[src/rtl/tlk2711_rx_deframer.sv]
// TLK2711 receive deframer: acquires sync on idle K-codes, strips SOF/EOF framing and
// packs 16-bit payload words into 64-bit beats with word-keep, last, error and length.
//   state | meaning
//   LOS   | no sync; counting consecutive idles
//   IDLE  | synced, between frames
//   FRAME | collecting payload words
//   DROP  | frame hit MAX_WORDS; discarding until EOF/IDLE/SOF
module tlk2711_rx_deframer #(
  parameter int SYNC_CNT   = 16,
  parameter int ERR_MAX    = 8,
  parameter int MAX_WORDS  = 4096,
  parameter int DLEN_WIDTH = 16
) (
  input  logic                  clk,
  input  logic                  rst,
  input  logic [15:0]           i_2711_rxd,
  input  logic                  i_2711_rkmsb,
  input  logic                  i_2711_rklsb,
  output logic [63:0]           o_data,
  output logic [3:0]            o_keep,
  output logic                  o_valid,
  output logic                  o_last,
  output logic                  o_err,
  output logic [DLEN_WIDTH-1:0] o_frame_len,
  output logic                  o_sync,
  output logic                  o_loss_irq,
  output logic [31:0]           o_frame_cnt,
  output logic [15:0]           o_code_err_cnt
);

  localparam int SCW = $clog2(SYNC_CNT + 1);
  localparam int ECW = $clog2(ERR_MAX + 1);
  localparam int WCW = ($clog2(MAX_WORDS + 1) > 2) ? $clog2(MAX_WORDS + 1) : 2;

  typedef enum logic [1:0] {ST_LOS, ST_IDLE, ST_FRAME, ST_DROP} state_t;

  state_t          r_state, w_state_nx;
  logic [15:0]     r_rxd;
  logic [1:0]      r_rk;
  logic [SCW-1:0]  r_sync_cnt, w_sync_nx, w_sync_inc;
  logic [ECW-1:0]  r_err_cnt, w_err_nx, w_err_inc;
  logic [WCW-1:0]  r_word_cnt, w_wc_nx, w_wc_inc;
  logic [63:0]     r_acc, w_acc_nx, w_acc_ins;
  logic [63:0]     r_pend, w_pend_nx;
  logic            r_pend_vld, w_pend_vld_nx;
  logic            r_tail, w_tail_nx;
  logic [31:0]     r_frame_cnt, w_fcnt_nx;
  logic [15:0]     r_code_err_cnt, w_cec_nx;

  logic                  r_b_vld, w_b_vld;
  logic [63:0]           r_b_data, w_b_data;
  logic [3:0]            r_b_keep, w_b_keep;
  logic                  r_b_last, w_b_last;
  logic                  r_b_err, w_b_err;
  logic [DLEN_WIDTH-1:0] r_b_len, w_b_len;

  logic w_idle, w_sof, w_eof, w_data, w_err, w_loss;
  logic w_do_flush, w_flush_err, w_flush_acc;
  logic [1:0] w_lane;

  function automatic logic [3:0] keep_of(input logic [1:0] n);
    case (n)
      2'd1:    keep_of = 4'b0001;
      2'd2:    keep_of = 4'b0011;
      2'd3:    keep_of = 4'b0111;
      default: keep_of = 4'b1111;
    endcase
  endfunction

  always_ff @(posedge clk or negedge rst) begin
    if (!rst) begin
      r_rxd <= '0;
      r_rk  <= '0;
    end else begin
      r_rxd <= i_2711_rxd;
      r_rk  <= {i_2711_rkmsb, i_2711_rklsb};
    end
  end

  assign w_idle = (r_rk == 2'b01) && (r_rxd == 16'hC5BC);
  assign w_sof  = (r_rk == 2'b11) && (r_rxd == 16'hFBFB);
  assign w_eof  = (r_rk == 2'b11) && (r_rxd == 16'hFDFD);
  assign w_data = (r_rk == 2'b00);
  assign w_err  = !(w_idle || w_sof || w_eof || w_data);

  assign w_sync_inc = r_sync_cnt + SCW'(1);
  assign w_err_inc  = r_err_cnt + ECW'(1);
  assign w_wc_inc   = r_word_cnt + WCW'(1);
  assign w_lane     = r_word_cnt[1:0];
  assign w_loss     = (r_state != ST_LOS) && w_err && (w_err_inc == ECW'(ERR_MAX));

  always_comb begin
    w_acc_ins = r_acc;
    w_acc_ins[{w_lane, 4'b0000} +: 16] = r_rxd;
  end

  always_comb begin
    w_state_nx    = r_state;
    w_sync_nx     = r_sync_cnt;
    w_err_nx      = r_err_cnt;
    w_wc_nx       = r_word_cnt;
    w_acc_nx      = r_acc;
    w_pend_nx     = r_pend;
    w_pend_vld_nx = r_pend_vld;
    w_tail_nx     = r_tail;
    w_fcnt_nx     = r_frame_cnt;
    w_cec_nx      = r_code_err_cnt;
    w_b_vld       = 1'b0;
    w_b_data      = '0;
    w_b_keep      = '0;
    w_b_last      = 1'b0;
    w_b_err       = 1'b0;
    w_b_len       = '0;
    w_do_flush    = 1'b0;
    w_flush_err   = 1'b1;
    w_flush_acc   = 1'b1;

    if (r_state != ST_LOS && w_err) begin
      w_err_nx = w_err_inc;
      if (r_code_err_cnt != 16'hFFFF) w_cec_nx = r_code_err_cnt + 16'd1;
    end

    case (r_state)
      ST_LOS: begin
        if (w_idle) begin
          if (w_sync_inc == SCW'(SYNC_CNT)) begin
            w_state_nx = ST_IDLE;
            w_sync_nx  = '0;
            w_err_nx   = '0;
          end else begin
            w_sync_nx = w_sync_inc;
          end
        end else begin
          w_sync_nx = '0;
        end
      end
      ST_IDLE: begin
        if (w_sof) begin
          w_state_nx    = ST_FRAME;
          w_wc_nx       = '0;
          w_acc_nx      = '0;
          w_pend_vld_nx = 1'b0;
        end
      end
      ST_FRAME: begin
        if (w_data) begin
          w_b_vld  = r_pend_vld;
          w_b_data = r_pend;
          w_b_keep = 4'b1111;
          w_wc_nx  = w_wc_inc;
          if (w_lane == 2'd3) begin
            w_pend_nx     = w_acc_ins;
            w_pend_vld_nx = 1'b1;
            w_acc_nx      = '0;
          end else begin
            w_acc_nx      = w_acc_ins;
            w_pend_vld_nx = 1'b0;
          end
          if (w_wc_inc == WCW'(MAX_WORDS)) begin
            w_state_nx = ST_DROP;
            // A held group goes out now; the lone final word follows next cycle from DROP.
            if (r_pend_vld) begin
              w_tail_nx = 1'b1;
            end else begin
              w_b_vld       = 1'b1;
              w_b_data      = w_acc_ins;
              w_b_keep      = keep_of(w_wc_inc[1:0]);
              w_b_last      = 1'b1;
              w_b_err       = 1'b1;
              w_b_len       = DLEN_WIDTH'(w_wc_inc);
              w_pend_vld_nx = 1'b0;
              w_acc_nx      = '0;
            end
          end
        end else begin
          w_do_flush  = 1'b1;
          w_flush_err = !w_eof;
          if (w_eof) w_fcnt_nx = r_frame_cnt + 32'd1;
          if (w_sof) w_wc_nx = '0;
          else       w_state_nx = ST_IDLE;
        end
      end
      ST_DROP: begin
        if (w_eof || w_idle) begin
          w_state_nx = ST_IDLE;
        end else if (w_sof) begin
          w_state_nx = ST_FRAME;
          w_wc_nx    = '0;
        end
        w_do_flush = r_tail;
        w_tail_nx  = 1'b0;
      end
      default: w_state_nx = ST_LOS;
    endcase

    // Loss keeps only a complete held beat; the partial group is thrown away.
    if (w_loss) begin
      w_state_nx  = ST_LOS;
      w_flush_acc = r_tail;
    end

    if (w_do_flush) begin
      w_b_vld  = r_pend_vld;
      w_b_data = r_pend;
      w_b_keep = 4'b1111;
      w_b_last = 1'b1;
      w_b_err  = w_flush_err;
      w_b_len  = DLEN_WIDTH'(r_word_cnt);
      if (!r_pend_vld && w_flush_acc && w_lane != 2'd0) begin
        w_b_vld  = 1'b1;
        w_b_data = r_acc;
        w_b_keep = keep_of(w_lane);
      end
      w_pend_vld_nx = 1'b0;
      w_acc_nx      = '0;
    end
  end

  always_ff @(posedge clk or negedge rst) begin
    if (!rst) begin
      r_state        <= ST_LOS;
      r_sync_cnt     <= '0;
      r_err_cnt      <= '0;
      r_word_cnt     <= '0;
      r_acc          <= '0;
      r_pend         <= '0;
      r_pend_vld     <= 1'b0;
      r_tail         <= 1'b0;
      r_frame_cnt    <= '0;
      r_code_err_cnt <= '0;
      r_b_vld        <= 1'b0;
      r_b_data       <= '0;
      r_b_keep       <= '0;
      r_b_last       <= 1'b0;
      r_b_err        <= 1'b0;
      r_b_len        <= '0;
    end else begin
      r_state        <= w_state_nx;
      r_sync_cnt     <= w_sync_nx;
      r_err_cnt      <= w_err_nx;
      r_word_cnt     <= w_wc_nx;
      r_acc          <= w_acc_nx;
      r_pend         <= w_pend_nx;
      r_pend_vld     <= w_pend_vld_nx;
      r_tail         <= w_tail_nx;
      r_frame_cnt    <= w_fcnt_nx;
      r_code_err_cnt <= w_cec_nx;
      r_b_vld        <= w_b_vld;
      r_b_data       <= w_b_data;
      r_b_keep       <= w_b_keep;
      r_b_last       <= w_b_last;
      r_b_err        <= w_b_err;
      r_b_len        <= w_b_len;
    end
  end

  always_ff @(posedge clk or negedge rst) begin
    if (!rst) begin
      o_valid        <= 1'b0;
      o_data         <= '0;
      o_keep         <= '0;
      o_last         <= 1'b0;
      o_err          <= 1'b0;
      o_frame_len    <= '0;
      o_sync         <= 1'b0;
      o_loss_irq     <= 1'b0;
      o_frame_cnt    <= '0;
      o_code_err_cnt <= '0;
    end else begin
      o_valid <= r_b_vld;
      if (r_b_vld) begin
        o_data <= r_b_data;
        o_keep <= r_b_keep;
        o_last <= r_b_last;
        o_err  <= r_b_err;
        if (r_b_last) o_frame_len <= r_b_len;
      end
      o_sync         <= (r_state != ST_LOS);
      o_loss_irq     <= o_sync && (r_state == ST_LOS);
      o_frame_cnt    <= r_frame_cnt;
      o_code_err_cnt <= r_code_err_cnt;
    end
  end

endmodule

[config.mk]
export PLATFORM = sky130hd
export DESIGN_NAME = tlk2711_rx_deframer
export DESIGN_NICKNAME = d
export VERILOG_FILES = /design/src/rtl/tlk2711_rx_deframer.sv
export SDC_FILE = /design/constraint.sdc
export NUM_CORES = 1
export LEC_CHECK = 0
export CORE_AREA = 2 2 214 216
export CTS_CLUSTER_DIAMETER = 100
export DETAILED_ROUTE_END_ITERATION = 12
export DIE_AREA = 0 0 216 218
export SKIP_LAST_GASP = 1
export SLEW_MARGIN = 20
export SYNTH_ARGS = -nofsm -noshare
export SYNTH_HDL_FRONTEND = slang
export SYNTH_SLANG_ARGS = --single-unit
[constraint.sdc]
create_clock -name clk -period 3.3 [get_ports clk]
set_clock_uncertainty 0.1 [all_clocks]
set_input_delay 0.825 -clock clk [delete_from_list [all_inputs] [get_ports clk]]
set_output_delay 0.825 -clock clk [all_outputs]
set_load 0.1 [all_outputs]
==> results.toml <==
[global_route]
antenna_found_initial = 1
grt_pass1_vias = 12016
grt_util_all_layers_pct = 18.70
gr-total-overflow = 0
met2_usage_pct = 28.99
busiest_layer = "met2"
met3_usage_pct = 4.700
grt_util_met1_pct = 25.94
grt_pass1_wl_um = 69660
grt_max_degree = 75

[critical_path]
crit_buf_inv = 2
path_class = "flop to flop"
reg2reg_from = "r_word_cnt[0]"
cp-end-kind = "flop"
cp_top_family = "compound AO/OA/AOI/OAI gates"
slowest_stage = "dfrtp_1"
reg2reg_to = "r_b_data[47]"
cp-start-kind = "flop"
cp_max_fo = 20
ff2ff_path_depth = 8
crit_arrival_ps = 3190
critical-path-max-stage-delay_ps = 610
path_cells = "inv_1 -> ha_1 -> nor3_1 -> o221ai_2 -> a32o_1 -> a21oi_4 -> buf_4 -> o21ai_1"
rrSetupSlack_ps = 450
worstPathRequired_ps = 3640

[sta]
slew_violations = 0
timing.final.ws_setup_ps = 448.3
hold_viol = 0
finalCriticalPeriod_ps = 2852
setup_viol = 0
max_freq_mhz = 350.7
worst_pin_slew_ps = 818.1
rsz0062_at_grt = "false"
finalCritPeriodShare_pct = 86.41
slew_headroom_pct = 45.09
finalSetupTns_ps = 0

[yosys]
yosys.area.top_type_share_pct = 61.69
syn-cell-area_sq_mm = 0.01777
ys_types = 65
synthCells = 1554
synth_top_area_cell = "dfrtp_1"
ys_seq_area_share_pct = 61.69
ys_ff_latch = 438
synthArstFlopShare_pct = 100.0
synth_edf_count = 0
ys_top_cells_by_area = "dfrtp_1, mux2_2, nand2_1"
yosysWarnings = 0
syn_area_per_cell_sq_um = 11.43
synth_ff_type = "dfrtp_1"

[die]
rows = 78
start_util_pct = 39.58
core-area_sq_mm = 0.04489
die_h_um = 218
pin_count = 157
die_x_um = 216
die_area_sq_mm = 0.04709

[cts]
cts.path.max_buffers = 3
cts_resized = 0
clk_latency_ps = 570
cts_tree = "yes"
post_cts_buffers = 0
cts_hold_buf = 0
cts.sinks = 438
root_buffer = "clkbuf_16"
cts.clk_slew.worst_paths_ps = 60
cts_made_buffers = 47
htreeDepth = 2

[cells_and_area]
n_fill_cell = 4119
diodes = 0
nets = 1735
drive_gt1_share_pct = 20.97
finalInstanceArea_sq_mm = 0.02135
area_growth_pct = 20.14
utilization_pct = 47.55

[flow_run]
maxCapViolations = 0

[drt]
drt_iter0_markers = 834
postRouteAntennaNets = 0
dr.pass1.iters = 5
vias = 12157
wl_per_cell_um = 18.60
drc = 0
wl_um = 43440
avgViaCountPerCell = 5.204

[power_and_ir_drop]
total_power_mw = 10.93
leakage_nw = 10.02
irDropWorstVdd_mv = 0.3209
p_per_area_mw_per_mm2 = 512.1

[placement]
portBuffers = 153
placed_area_sq_mm = 0.01976
dp_slack_ps = 453.6
dp_hpwl_um = 27730
gp_congestion = 0.8102

[min_path]
worstHoldPathType = "primary input to asynchronous set/reset pin"

[outcome]
status = "finished, final reports clean"
[routing by layer]
metal,share of wire (%),up-vias,wire length (um)
met5,0.037,-,16
met4,2.6,2,1112
met3,6.7,69,2916
met2,47,309,20200
met1,44,6103,19190
li1,-,5674,-
[where the power goes]
part           total, mW  switching (mW)  internal, mW
registers           5.40          0.0166          5.38
logic              0.186           0.143        0.0434
clock network       5.35            2.05          3.29
total               10.9            2.21          8.72
[synthesized netlist by cell type (17+ instances only)]
master and n:
nand3_1 31, nor2_1 31, o22ai_1 48, nor3_1 17, xor2_1 20, nor2b_1 19
nand4_1 23, o21ai_1 53, nand2_1 220, a22o_1 49, a22oi_1 49, dfrtp_1 438
clkbuf_1 54, o221ai_2 18, a21oi_1 26, inv_1 121, xnor2_1 27, and3_1 26
mux2_2 83, o21ai_0 72
[cell type report]
cell class / instances / area (sq um) / area share, %
Multi-Input combinational cell: 904 / 5912 / 27.69
Sequential cell: 438 / 10960 / 51.36
Clock buffer: 71 / 1439 / 6.741
Tap cell: 600 / 750.7 / 3.517
Clock inverter: 9 / 145.1 / 0.6799
Inverter: 123 / 461.7 / 2.163
Timing Repair Buffer: 191 / 1674 / 7.842
[state kept, by name, summed over array words and instances, names as in the netlist, 2 cells and up]
| signal | count |
|---|---|
| r_b_len | 13 |
| r_b_data | 64 |
| r_b_keep | 4 |
| r_acc | 64 |
| o_frame_cnt | 32 |
| r_rxd | 16 |
| r_frame_cnt | 32 |
| r_state | 2 |
| r_err_cnt | 4 |
| o_frame_len | 13 |
| r_rk | 2 |
| r_word_cnt | 13 |
| o_keep | 4 |
| r_code_err_cnt | 16 |
| r_pend | 64 |
| o_data | 64 |
| o_code_err_cnt | 16 |
| r_sync_cnt | 5 |
[through the flow]
step / hold WS [ps] / std cells
after floorplan: 251.9 / 1556
after global placement: 293.4 / 2256
after detailed placement: 290.4 / 2256
after CTS: 116.4 / 2336
after global routing: 131.3 / 2336
final: 111.9 / 2336
[cell families (layout without fill, tap and decap cells)]
kind of cell	after synthesis	after routing	share of synthesized area, %
AOI/OAI and AO/OA	351	351	13.74
xor gates and xnor gates	47	47	2.317
adders and majority gates	10	10	0.7042
buffers and inverters	214	394	5.225
DFF	438	438	61.69
muxes	87	87	5.486
other	1	3	0.02111
and+or+nand+nor	406	406	10.82
[cells in the final DEF (no fill, tap or decap), types with 31 or more instances in the layout]
cell,Yosys,layout
nand2_1,220,219
dfrtp_1,438,437
o21ai_1,53,53
nand3_1,31,31
inv_1,121,121
o22ai_1,48,48
buf_4,10,157
clkbuf_16,0,49
o21ai_0,72,72
a22o_1,49,49
a22oi_1,49,49
mux2_2,83,83
[how the worst max path moves through the flow]
stage          cells past startpoint           from           end
3_3_place_gp                       8  r_word_cnt[0]   r_b_keep[3]
6_report                           8  r_word_cnt[0]  r_b_data[47]
2_1_floorplan                     11  r_word_cnt[0]   r_b_data[5]
4_1_cts                            8  r_word_cnt[0]  r_b_data[51]
5_1_grt                            8  r_word_cnt[0]  r_b_data[44]
3_5_place_dp                       8  r_word_cnt[0]  r_b_data[51]
Note: power is estimated with default switching activity, not from simulation.
